### src/rtl/serial_link_pkg.sv
// serial_link_pkg: shared word defaults and scheduler state encodings
package serial_link_pkg;
  localparam int WORD_BITS_DEF = 10;
  localparam logic [9:0] IDLE_WORD_DEF = 10'b1101010100;
  localparam logic [9:0] TRAIN_WORD_DEF = 10'b1111100000;
  localparam logic [1:0] S_IDLE = 2'd0;
  localparam logic [1:0] S_TRAIN = 2'd1;
  localparam logic [1:0] S_RUN = 2'd2;
endpackage

### src/rtl/word_fifo2.sv
// word_fifo2: two-deep synchronous FIFO with flush and registered full/empty
module word_fifo2 #(
  parameter int W = 10
) (
  input  logic         clk,
  input  logic         rst,
  input  logic         push,
  input  logic         pop,
  input  logic         flush,
  input  logic [W-1:0] wdata,
  output logic [W-1:0] rdata,
  output logic         full,
  output logic         empty
);
  logic [W-1:0] mem [2];
  logic wp, rp;
  logic [1:0] count, nxt;
  logic do_push, do_pop;
  assign do_push = push && !full;
  assign do_pop = pop && !empty;
  assign rdata = mem[rp];
  // next occupancy, so the flags can be registered alongside the count
  always_comb nxt = count + {1'b0, do_push} - {1'b0, do_pop};
  // storage, pointers and flags; flush drops everything including a same-cycle push
  always_ff @(posedge clk) begin
    if (rst || flush) begin
      wp <= 1'b0;
      rp <= 1'b0;
      count <= 2'd0;
      full <= 1'b0;
      empty <= 1'b1;
    end else begin
      if (do_push) begin
        mem[wp] <= wdata;
        wp <= ~wp;
      end
      if (do_pop) rp <= ~rp;
      count <= nxt;
      full <= nxt == 2'd2;
      empty <= nxt == 2'd0;
    end
  end
endmodule

### src/rtl/serial_word_scheduler.sv
// serial_word_scheduler: picks one word per serializer period from training, stream or idle
module serial_word_scheduler
  import serial_link_pkg::*;
#(
  parameter int WORD_BITS = WORD_BITS_DEF,
  parameter logic [WORD_BITS-1:0] IDLE_WORD = WORD_BITS'(IDLE_WORD_DEF),
  parameter logic [WORD_BITS-1:0] TRAIN_WORD = WORD_BITS'(TRAIN_WORD_DEF),
  parameter int TRAIN_WORDS = 16,
  parameter int UFLOW_W = 16
) (
  input  logic                 ref_clk,
  input  logic                 rst,
  input  logic                 enable,
  input  logic                 train_req,
  input  logic [WORD_BITS-1:0] in_data,
  input  logic                 in_valid,
  output logic                 in_ready,
  output logic [WORD_BITS-1:0] word_out,
  output logic                 word_load,
  output logic [3:0]           bit_phase,
  output logic                 training,
  output logic [UFLOW_W-1:0]   underflow_cnt
);
  localparam int TW = $clog2(TRAIN_WORDS + 1);
  logic [1:0] state;
  logic [TW-1:0] tcnt;
  logic b, run_slot, push, pop, flush, full, empty;
  logic [WORD_BITS-1:0] rd_data;
  assign b = bit_phase == 4'(WORD_BITS - 1);
  assign word_load = b;
  assign training = state == S_TRAIN;
  assign in_ready = (state != S_IDLE) && !full;
  assign push = in_valid && in_ready;
  assign run_slot = b && enable && ((state == S_RUN && !train_req) || (state == S_TRAIN && tcnt == TW'(TRAIN_WORDS)));
  assign pop = run_slot && !empty;
  assign flush = (state == S_IDLE) || (b && !enable);
  word_fifo2 #(.W(WORD_BITS)) u_fifo (
    .clk(ref_clk),
    .rst(rst),
    .push(push),
    .pop(pop),
    .flush(flush),
    .wdata(in_data),
    .rdata(rd_data),
    .full(full),
    .empty(empty)
  );
  // serializer bit position, wrapping once per word
  always_ff @(posedge ref_clk) begin
    if (rst) bit_phase <= 4'd0;
    else bit_phase <= b ? 4'd0 : bit_phase + 4'd1;
  end
  // mode and outgoing word change only at the word boundary; counter tracks training words sent
  always_ff @(posedge ref_clk) begin
    if (rst) begin
      state <= S_IDLE;
      tcnt <= '0;
      word_out <= IDLE_WORD;
    end else if (b) begin
      if (!enable) begin
        state <= S_IDLE;
        word_out <= IDLE_WORD;
      end else if (state == S_IDLE || (state == S_RUN && train_req)) begin
        state <= S_TRAIN;
        tcnt <= TW'(1);
        word_out <= TRAIN_WORD;
      end else if (run_slot) begin
        state <= S_RUN;
        word_out <= empty ? IDLE_WORD : rd_data;
      end else begin
        tcnt <= tcnt + 1'b1;
        word_out <= TRAIN_WORD;
      end
    end
  end
  // saturating count of run slots that found no upstream word
  always_ff @(posedge ref_clk) begin
    if (rst) underflow_cnt <= '0;
    else if (run_slot && empty && underflow_cnt != '1) underflow_cnt <= underflow_cnt + 1'b1;
  end
endmodule

### config.mk
export PLATFORM = sky130hd
export DESIGN_NAME = serial_word_scheduler
export DESIGN_NICKNAME = d
export VERILOG_FILES = /design/src/rtl/serial_link_pkg.sv /design/src/rtl/word_fifo2.sv /design/src/rtl/serial_word_scheduler.sv
export SDC_FILE = /design/constraint.sdc
export NUM_CORES = 1
export LEC_CHECK = 0
export CORE_MARGIN = 10
export CORE_UTILIZATION = 55
export CTS_BUF_LIST = sky130_fd_sc_hd__clkbuf_8
export CTS_CLUSTER_SIZE = 12
export DETAILED_ROUTE_END_ITERATION = 7
export MAX_ROUTING_LAYER = met4
export PLACE_DENSITY = 0.83
export SKIP_LAST_GASP = 1
export SLEW_MARGIN = 20
export SYNTH_ARGS = -nofsm -noshare
export SYNTH_HDL_FRONTEND = slang
export SYNTH_SLANG_ARGS = --single-unit
export TNS_END_PERCENT = 1
### constraint.sdc
create_clock -name ref_clk -period 4.7 [get_ports ref_clk]
set_input_delay 0.47 -clock ref_clk [delete_from_list [all_inputs] [get_ports ref_clk]]
set_output_delay 0.47 -clock ref_clk [all_outputs]
set_load 0.02 [all_outputs]
Yosys cells after proc, flatten, opt, wreduce, memory -nomap -nowiden
Memory sizes are Yosys's and may differ from the RTL's. A register that Yosys moved wholly into a read port is not among the register bits.
Index checks and enable logic that the tools add are counted.
{"block": "classes", "n_mux": 14, "div_mod_pow": 0, "n_lt_le_gt_ge": 0, "n_reduce_logical": 27, "add_sub_neg": 5, "n_eq_ne": 8, "shifts": 0, "multipliers": 0, "bitwise_logic": 2}
{"cell": "10-bit two-way mux", "n": 4}
{"cell": "16-bit by 1-bit adder with 16-bit output (second input constant)", "n": 1}
{"cell": "16-bit inequality test (second input constant)", "n": 1}
{"cell": "1-bit logical AND", "n": 13}
{"cell": "5-bit two-way mux", "n": 2}
{"cell": "2-bit two-way mux", "n": 3}
{"cell": "5-bit by 1-bit adder with 5-bit output (second input constant)", "n": 1}
{"cell": "5-bit == test (second input constant)", "n": 1}
{"cell": "1-bit two-way mux", "n": 5}
{"cell": "4-bit by 1-bit adder with 4-bit output (second input constant)", "n": 1}
{"cell": "2-bit == test (second input constant)", "n": 2}
{"cell": "4-bit == test (second input constant)", "n": 1}
{"cell": "1-bit logical NOT", "n": 4}
{"cell": "2-bit logical NOT", "n": 2}
{"cell": "1-bit logical OR", "n": 4}
{"cell": "3-bit by 1-bit inequality test with 1-bit output (second input constant)", "n": 1}
{"cell": "3-bit AND reduction", "n": 1}
{"cell": "2-bit by 1-bit adder with 2-bit output", "n": 1}
{"cell": "2-bit by 1-bit == test with 1-bit output (second input constant)", "n": 1}
{"cell": "2-bit by 1-bit inequality test with 1-bit output (second input constant)", "n": 1}
{"cell": "1-bit inverter", "n": 2}
{"cell": "2-bit AND reduction", "n": 1}
{"cell": "2-bit nonzero test", "n": 1}
{"cell": "2-bit OR reduction", "n": 1}
{"cell": "2-bit by 1-bit subtractor with 2-bit output", "n": 1}
{"block": "word_totals", "rom_bits": 0, "input_bits": 15, "out_inout_bits": 33, "mem_bits_rw": 20, "register_bits": 43, "word_cells": 67, "memories": 1, "latchBits": 0}
{"memory": "u_fifo.mem", "depth": 2, "word_bits": 10, "rd": 1, "rd_clocked_by_memory_dff": 1, "wr": 1, "line_no": "word_fifo2.sv:15", "rtl": "logic [W-1:0] mem [2];"}

Logic depth before layout (Yosys ltp)
Gate-level depths: netlist (run 1).
{"block": "logic_depth", "depth_word": 8, "ltp_mapped": 12, "ltp_nobuf": 12}

Modules after synthesis
Synthesis (run 1) repeated with hierarchy kept, for this count alone.
{"block": "hier_totals", "cells_unflattened": 257, "hier_area_um2": 2777.7}
{"mod": "serial_word_scheduler", "n_inst": 1, "area_each_um2": 1773.0, "cells_per_inst": 197}
{"mod": "word_fifo2", "n_inst": 1, "area_each_um2": 1004.7, "cells_per_inst": 60}

Worst setup path before layout (run 1)
No wires, ideal clock.
{"block": "synth_path", "path_type": "reg-to-reg", "startpoint": "register bit_phase[1]", "endpoint": "memory u_fifo.mem[0][0] (enable)", "t_required_ns": 4.310, "n_path_buf": 1, "setup_time_ns": 0.390, "path_slack_ns": 2.314, "stages_incl_launch_ff": 8, "arrival_ns": 1.996, "period_less_slack_ns": 2.386, "path_cell_list": "dfxtp_1 -> inv_1 -> ha_1 -> nand2_1 -> or2_2 -> clkbuf_1 -> o21ai_1 -> nor3_1"}
{"block": "synth_via", "elab_chain_len": 6}
{"item": "start: declaration", "line_no": "serial_word_scheduler.sv:20", "rtl": "output logic [3:0] bit_phase,"}
{"item": "start signal: assignment", "line_no": "serial_word_scheduler.sv:51", "rtl": "else bit_phase <= b ? 4'd0 : bit_phase + 4'd1;"}
{"item": "4-bit == test", "line_no": "serial_word_scheduler.sv:29", "rtl": "assign b = bit_phase == 4'(WORD_BITS - 1);"}
{"item": "1-bit logical AND", "line_no": "serial_word_scheduler.sv:36", "rtl": "assign flush = (state == S_IDLE) || (b && !enable);"}
{"item": "1-bit logical OR", "line_no": "serial_word_scheduler.sv:36"}
{"item": "1-bit logical OR", "line_no": "word_fifo2.sv:26", "rtl": "if (rst || flush) begin"}
{"item": "1-bit two-way mux", "line_no": "word_fifo2.sv:26"}
{"item": "1-bit two-way mux (implied by the code)", "line_no": "word_fifo2.sv:34", "rtl": "mem[wp] <= wdata;"}
{"item": "end: declaration", "line_no": "word_fifo2.sv:15"}
Every way passes these cells.

Worst setup path in the final report (run 1)
{"block": "layout_path", "startpoint": "register bit_phase[0]", "endpoint": "output port word_load"}
{"block": "layout_via", "elab_chain_len": 1}
{"item": "4-bit == test", "line_no": "serial_word_scheduler.sv:29"}
{"item": "end: declaration", "line_no": "serial_word_scheduler.sv:19", "rtl": "output logic word_load,"}
Every way passes these cells.

==> results of run 1 <==
==> cells in the final DEF (no fill, tap or decap), types with 3 or more instances in the layout <==
cell type / Yosys / layout
a21oi_1: 21 / 21
and3_1: 3 / 3
and4_1: 3 / 3
buf_4: 2 / 3
clkbuf_8: 0 / 9
clkdlybuf4s50_1: 0 / 47
clkinv_2: 0 / 3
dfxtp_1: 44 / 44
edfxtp_1: 20 / 20
ha_1: 7 / 7
inv_1: 12 / 13
mux2_2: 4 / 4
mux2i_1: 9 / 9
nand2_1: 18 / 18
nand2b_1: 4 / 4
nand3_1: 7 / 7
nand4_1: 5 / 5
nor2_1: 30 / 30
nor2b_1: 3 / 3
nor3_1: 4 / 4
o21ai_0: 13 / 13
o31ai_1: 4 / 4
or3_1: 6 / 6
or4_1: 4 / 4
xnor2_1: 4 / 4
xor2_1: 6 / 6
==> final cells by class <==
type,count,area (um^2),share of cell area [%]
tap,67,83.8,2.41
sequential,64,1480,42.7
inverter,12,45.0,1.30
multi-input combinational,180,1180,34.0
clock buffer,9,124,3.57
clock inverter,7,65.1,1.87
timing repair buffer,50,493,14.2
==> metal layers <==
metal	wire, um	track usage (%)
met1	2560	17.2
met3	329	4.99
met5	0	-
met4	76	6.50
met2	2720	22.3
==> power groups by stage <==
stage	Sequential [W]	Combinational, W	Clock (W)
global placement	0.000586	0.0000330	0
finish	0.000574	0.0000341	0.000445
floorplan	0.000588	0.0000102	0
global route	0.000573	0.0000373	0.000489
detailed placement	0.000586	0.0000340	0
CTS	0.000574	0.0000342	0.000457
==> flip-flops by register name, summed over array words and instances (netlist names), named ones only <==
signal	count
bit_phase	4
state	2
tcnt	5
u_fifo.count	2
u_fifo.empty	1
u_fifo.full	1
u_fifo.mem	20
u_fifo.rp	1
u_fifo.wp	1
underflow_cnt	16
word_out	10
==> per-stage QoR <==
| stage | instance area, um^2 | power [W] | hold slack [ns] | std cells |
|---|---|---|---|---|
| 2_1_floorplan | 2750 | 0.000599 | 0.462 | 264 |
| 3_3_place_gp | 3280 | 0.000619 | 0.448 | 373 |
| 3_5_place_dp | 3280 | 0.000620 | 0.443 | 373 |
| 4_1_cts | 3470 | 0.00107 | 0.460 | 389 |
| 5_1_grt | 3470 | 0.00110 | 0.505 | 389 |
| 6_report | 3470 | 0.00105 | 0.453 | 389 |
==> synthesized netlist by cell type (2+ instances only) <==
library cell,number,area (um^2)
edfxtp_1,20,601
inv_1,12,45.0
or3_1,6,37.5
nor2_1,30,113
clkbuf_1,5,18.8
nor2b_1,3,18.8
a211oi_2,2,25.0
mux2i_1,9,90.1
nand2_1,18,67.6
xor2_1,6,52.6
nand2b_1,4,25.0
mux2_2,4,45.0
nand4_1,5,31.3
buf_4,2,15.0
xnor2_1,4,35.0
or4_1,4,30.0
a221oi_1,2,17.5
and4_1,3,26.3
ha_1,7,87.6
dfxtp_1,44,881
a21oi_1,21,105
and3_1,3,18.8
o21ai_0,13,65.1
nor3_1,4,20.0
or2_2,2,12.5
o31ai_1,4,30.0
nand3_1,7,35.0
==> critical path, stage by stage, from the launching register on <==
cell and delay (ns):
dfxtp_1 0.41, ha_1 0.22, nand2_1 0.05, or2_2 0.33
inv_1 0.18, clkdlybuf4s50_1 0.64
==> kinds of logic after synthesis <==
| family | count (synthesis) | share of synthesized area, % |
|---|---|---|
| fa+ha+maj | 7 | 3.18 |
| mux | 13 | 4.91 |
| compound gates | 50 | 11.8 |
| flops | 64 | 53.8 |
| buf+inv | 20 | 3.27 |
| xor+xnor | 10 | 3.18 |
| simple gates | 100 | 19.9 |
==> path summary, 6_finish.rpt <==
path / start / endpoint / depth (start not counted)
worst max register to register: tcnt[0] / u_fifo.empty / 12
worst min-delay path: word_out[1] / word_out[1] / 2
worst min register to register: word_out[1] / word_out[1] / 2
worst max-delay path: bit_phase[0] / word_load / 5
==> impl_metrics.ini, run 1 <==
[outcome]
status = finished, final reports clean

[clocking]
htreeDepth = 3
cts_made_buffers = 9
cts.sinks = 64
clock-root-buffer = clkbuf_8
cts_resized = 0
clkLatencyLatePin_ns = 0.33
cts_tree = built
postCtsHoldBufs = 0
post-cts-setup-buffers = 0
clockBufferDepth = 2
cts.clk_slew.worst_paths_ns = 0.07

[synth]
synthCells = 264
synth_area_um2 = 2750
yosysUniqueCellTypes = 47
ys_seq_elements = 64
synth_edf_count = 20
syn-num-nets = 286
async_reset_ff_share_pct = 0
synth_warnings = 0
syn_avg_cell_area_um2 = 10.4
ys.flop_type = dfxtp_1
seq_area_frac_synth_pct = 53.8

[timing]
worstMarginPinSlew_ns = 0.617
max_freq_ghz = 0.379
clock_skew_ns = 0.0113
rsz0062_at_grt = no
timing.final.ws_setup_ns = 2.06
setup_tns_ns = 0
max_slew_margin_pct = 58.8
fin_crit_ns = 2.64
setup_viol = 0
hold_violations = 0
report.final.slew_viol_count = 0
fin_crit_sh_pct = 56.1

[setup_path]
reg2reg_slack_ns = 2.35
end_kind = output port
path_class = reg2out
cp_max_fo = 6
critPathRequiredTime_ns = 4.23
arrival_ns = 2.17
cp-start-kind = flop

[detailed_routing]
dr.first_iter.drc_count = 118
ant_nets = 0
wire_per_inst_um = 14.6
drc_errors = 0
first_pass_iters = 4
wl_um = 5680
vias = 2135
drt-vias-per-instance = 5.49

[pwr]
p_int_w = 0.000830
power_leakage_nw = 1.20
combPwrFrac_pct = 3.2
cellPowerDensity_nw_per_um2 = 303
seq_power_share_pct = 54.5
pwr-share-clk_pct = 42.3
vdd.ir_drop.worst_uv = 245
switchingPower_w = 0.000223
swShare_pct = 21.2

[global_route]
antenna_found_initial = 0
grt_max_degree = 33
grt_pass1_wl_um = 9640
overflow = 0
grt_util_all_layers_pct = 14.7
first_global_vias = 2029

[floorplanning]
coreArea_um2 = 4790
rows = 25
fp.dieArea_um2 = 8230
die_height_um = 90.7
die_w_um = 90.7
io_pins = 48
initial_core_util_pct = 57.5

[flow_run]
drv_cap = 0

[layout]
syn_to_final_growth_pct = 26.2
insertedDiodeCount = 0
fin_nets = 339
final_layout_size_suffix_gt1_share_pct = 10.6
nFillCells = 375
fin_util_pct = 72.6

[worst_hold_path]
min_path_type = reg2reg

[placed_design]
hpwl_um = 4090
place_congestion = 0.839
pre_cts_slack_ns = 2.00
io_buffer_count = 47
Power figures use the tool's default switching activity.
==> inputs of run 2 (changes only) <==
--- a/config.mk
+++ b/config.mk
@@ -6,12 +6,12 @@
 export NUM_CORES = 1
 export LEC_CHECK = 0
 export CORE_MARGIN = 10
-export CORE_UTILIZATION = 55
+export CORE_UTILIZATION = 54
 export CTS_BUF_LIST = sky130_fd_sc_hd__clkbuf_8
 export CTS_CLUSTER_SIZE = 12
 export DETAILED_ROUTE_END_ITERATION = 7
 export MAX_ROUTING_LAYER = met4
-export PLACE_DENSITY = 0.83
+export PLACE_DENSITY = 0.81
 export SKIP_LAST_GASP = 1
 export SLEW_MARGIN = 20
 export SYNTH_ARGS = -nofsm -noshare
==> constraint.sdc (replaced) <==
create_clock -name ref_clk -period 2.75 [get_ports ref_clk]
set_input_delay 0.275 -clock ref_clk [delete_from_list [all_inputs] [get_ports ref_clk]]
set_output_delay 0.275 -clock ref_clk [all_outputs]
set_load 0.02 [all_outputs]
==> impl_metrics.ini, run 2 (same netlist as run 1, synthesis figures left out) <==
[setup_path]
crit_cells = 5
critPathRequiredTime_ns = 2.48
crit_chain = ha_1, nand2_1, or2_2, inv_1, clkdlybuf4s50_1
crit_family = buffers and inverters
reg2regPathDepth = 12
cpPeakStageDelay_ns = 0.64
crit_buf_inv = 2
cp_max_fo = 6
cp-start-kind = flop
r2r_end = u_fifo.empty
arrival_ns = 2.16
r2r-start = tcnt[0]
startpoint = bit_phase[0]
reg2reg_slack_ns = 0.35
end_kind = output port
path_class = reg2out
crit_path_end = word_load
cp_slowest_cell = clkdlybuf4s50_1

[clocking]
cts.sinks = 64
cts.clk_slew.worst_paths_ns = 0.06
cts_made_buffers = 9
post-cts-setup-buffers = 0
cts_tree = built
postCtsHoldBufs = 0
htreeDepth = 3
clock-root-buffer = clkbuf_8
cts_resized = 0
clkLatencyLatePin_ns = 0.32
clockBufferDepth = 2

[detailed_routing]
ant_nets = 0
wl_um = 5730
vias = 2103
drc_errors = 0
wire_per_inst_um = 14.7
first_pass_iters = 4
dr.first_iter.drc_count = 164
drt-vias-per-instance = 5.38

[layout]
regArea_um2 = 1480
final_layout_size_suffix_gt1_share_pct = 9.88
top_register = u_fifo.mem
fin_nets = 342
largest_reg_flops = 20
nFillCells = 397
fin_util_pct = 71.7
layout_common_cells = 47 x clkdlybuf4s50_1, 44 x dfxtp_1, 30 x nor2_1
syn_to_final_growth_pct = 25.5
final_common_cell = clkdlybuf4s50_1
insertedDiodeCount = 0
multi_input_area_um2 = 1180
final_area_um2 = 3450
reg_top3 = u_fifo.mem: 20 flops, underflow_cnt: 16 flops, word_out: 10 flops

[pwr]
p_int_w = 0.00131
seq_power_share_pct = 58.9
vdd.ir_drop.worst_uv = 362
swShare_pct = 21.2
power_leakage_nw = 1.20
cellPowerDensity_nw_per_um2 = 482
combPwrFrac_pct = 3.5
switchingPower_w = 0.000353
pwr-share-clk_pct = 37.6

[timing]
max_slew_margin_pct = 54.5
clock_skew_ns = 0.00820
hold_violations = 0
max_freq_ghz = 0.410
setup_tns_ns = 0
setup_viol = 0
fin_crit_sh_pct = 88.7
worstMarginPinSlew_ns = 0.682
report.final.slew_viol_count = 0
rsz0062_at_grt = no
fin_crit_ns = 2.44

[floorplanning]
die_height_um = 91.4
fp.dieArea_um2 = 8350
coreArea_um2 = 4820
initial_core_util_pct = 57.1
rows = 25
die_w_um = 91.4
io_pins = 48

[global_route]
grt_util_all_layers_pct = 14.0
antenna_found_initial = 0
first_global_vias = 2014
overflow = 0
grt_pass1_wl_um = 9490
grt_max_degree = 32

[flow_run]
drv_cap = 0

[outcome]
status = finished, final reports clean

[placed_design]
io_buffer_count = 47
place_congestion = 0.773
placed_cell_area_um2 = 3310
hpwl_um = 4200

[worst_hold_path]
min_path_type = reg2reg
run 2: cell count changes in the layout (fill, tap and decap cells not counted):
cell        change
clkinv_2        -2
clkinvlp_4      -1
buf_4           +3
inv_1           +3
clkinv_1        +1
bufinv_16       -1
clkinv_4        -1
run 2: worst min-delay path by stage:
stage / from / end / slack [ns] / cells past startpoint
2_1_floorplan: in_data[0] / u_fifo.mem[0][0] / 0.37 / 0
3_3_place_gp: word_out[3] / word_out[3] / 0.45 / 2
3_5_place_dp: word_out[3] / word_out[3] / 0.45 / 2
4_1_cts: word_out[3] / word_out[3] / 0.47 / 2
5_1_grt: bit_phase[0] / bit_phase[0] / 0.51 / 1
6_report: word_out[3] / word_out[3] / 0.46 / 2
run 2: layout make-up:
type | count | share of cell area [%]
Clock inverter | 6 | 0.688
Sequential cell | 64 | 42.9
Multi-Input combinational cell | 180 | 34.2
Timing Repair Buffer | 53 | 14.9
Tap cell | 67 | 2.43
Inverter | 12 | 1.30
Clock buffer | 9 | 3.59
run 2: worst register-to-register path, delay by kind of cell, from the launching register on:
family                   cells  cell delay (ns)
adder cells (fa/ha/maj)      3             0.63
buffers and inverters        3             0.21
flip-flops                   1             0.41
AND/OR/NAND/NOR              2             0.31
AO/OA/AOI/OAI                2             0.43
XOR/XNOR                     2             0.30
run 2: per-layer routing:
metal / track usage (%) / wire (um) / up-vias
met5: - / 0 / -
met4: 5.09 / 61 / 0
met3: 4.53 / 341 / 8
met2: 22.3 / 2750 / 45
met1: 16.2 / 2580 / 985
li1: - / - / 1065
run 2: metrics by stage:
step                      std cells  worst slack [ns]  total power [W]  hold slack (ns)
final                           391             0.312          0.00166            0.458
after global placement          376             0.441          0.00106            0.446
after floorplan                 264             0.364          0.00102            0.374
after CTS                       391             0.285          0.00167            0.468
after detailed placement        376             0.351          0.00106            0.454
after global routing            391             0.172          0.00174            0.514
run 2: power by group through the flow:
| stage | Combinational [W] | Clock, W | Sequential, W |
|---|---|---|---|
| after floorplan | 0.0000175 | 0 | 0.00101 |
| after global placement | 0.0000565 | 0 | 0.00100 |
| after detailed placement | 0.0000578 | 0 | 0.00100 |
| after CTS | 0.0000578 | 0.000636 | 0.000981 |
| after global routing | 0.0000618 | 0.000695 | 0.000981 |
| final | 0.0000576 | 0.000626 | 0.000981 |
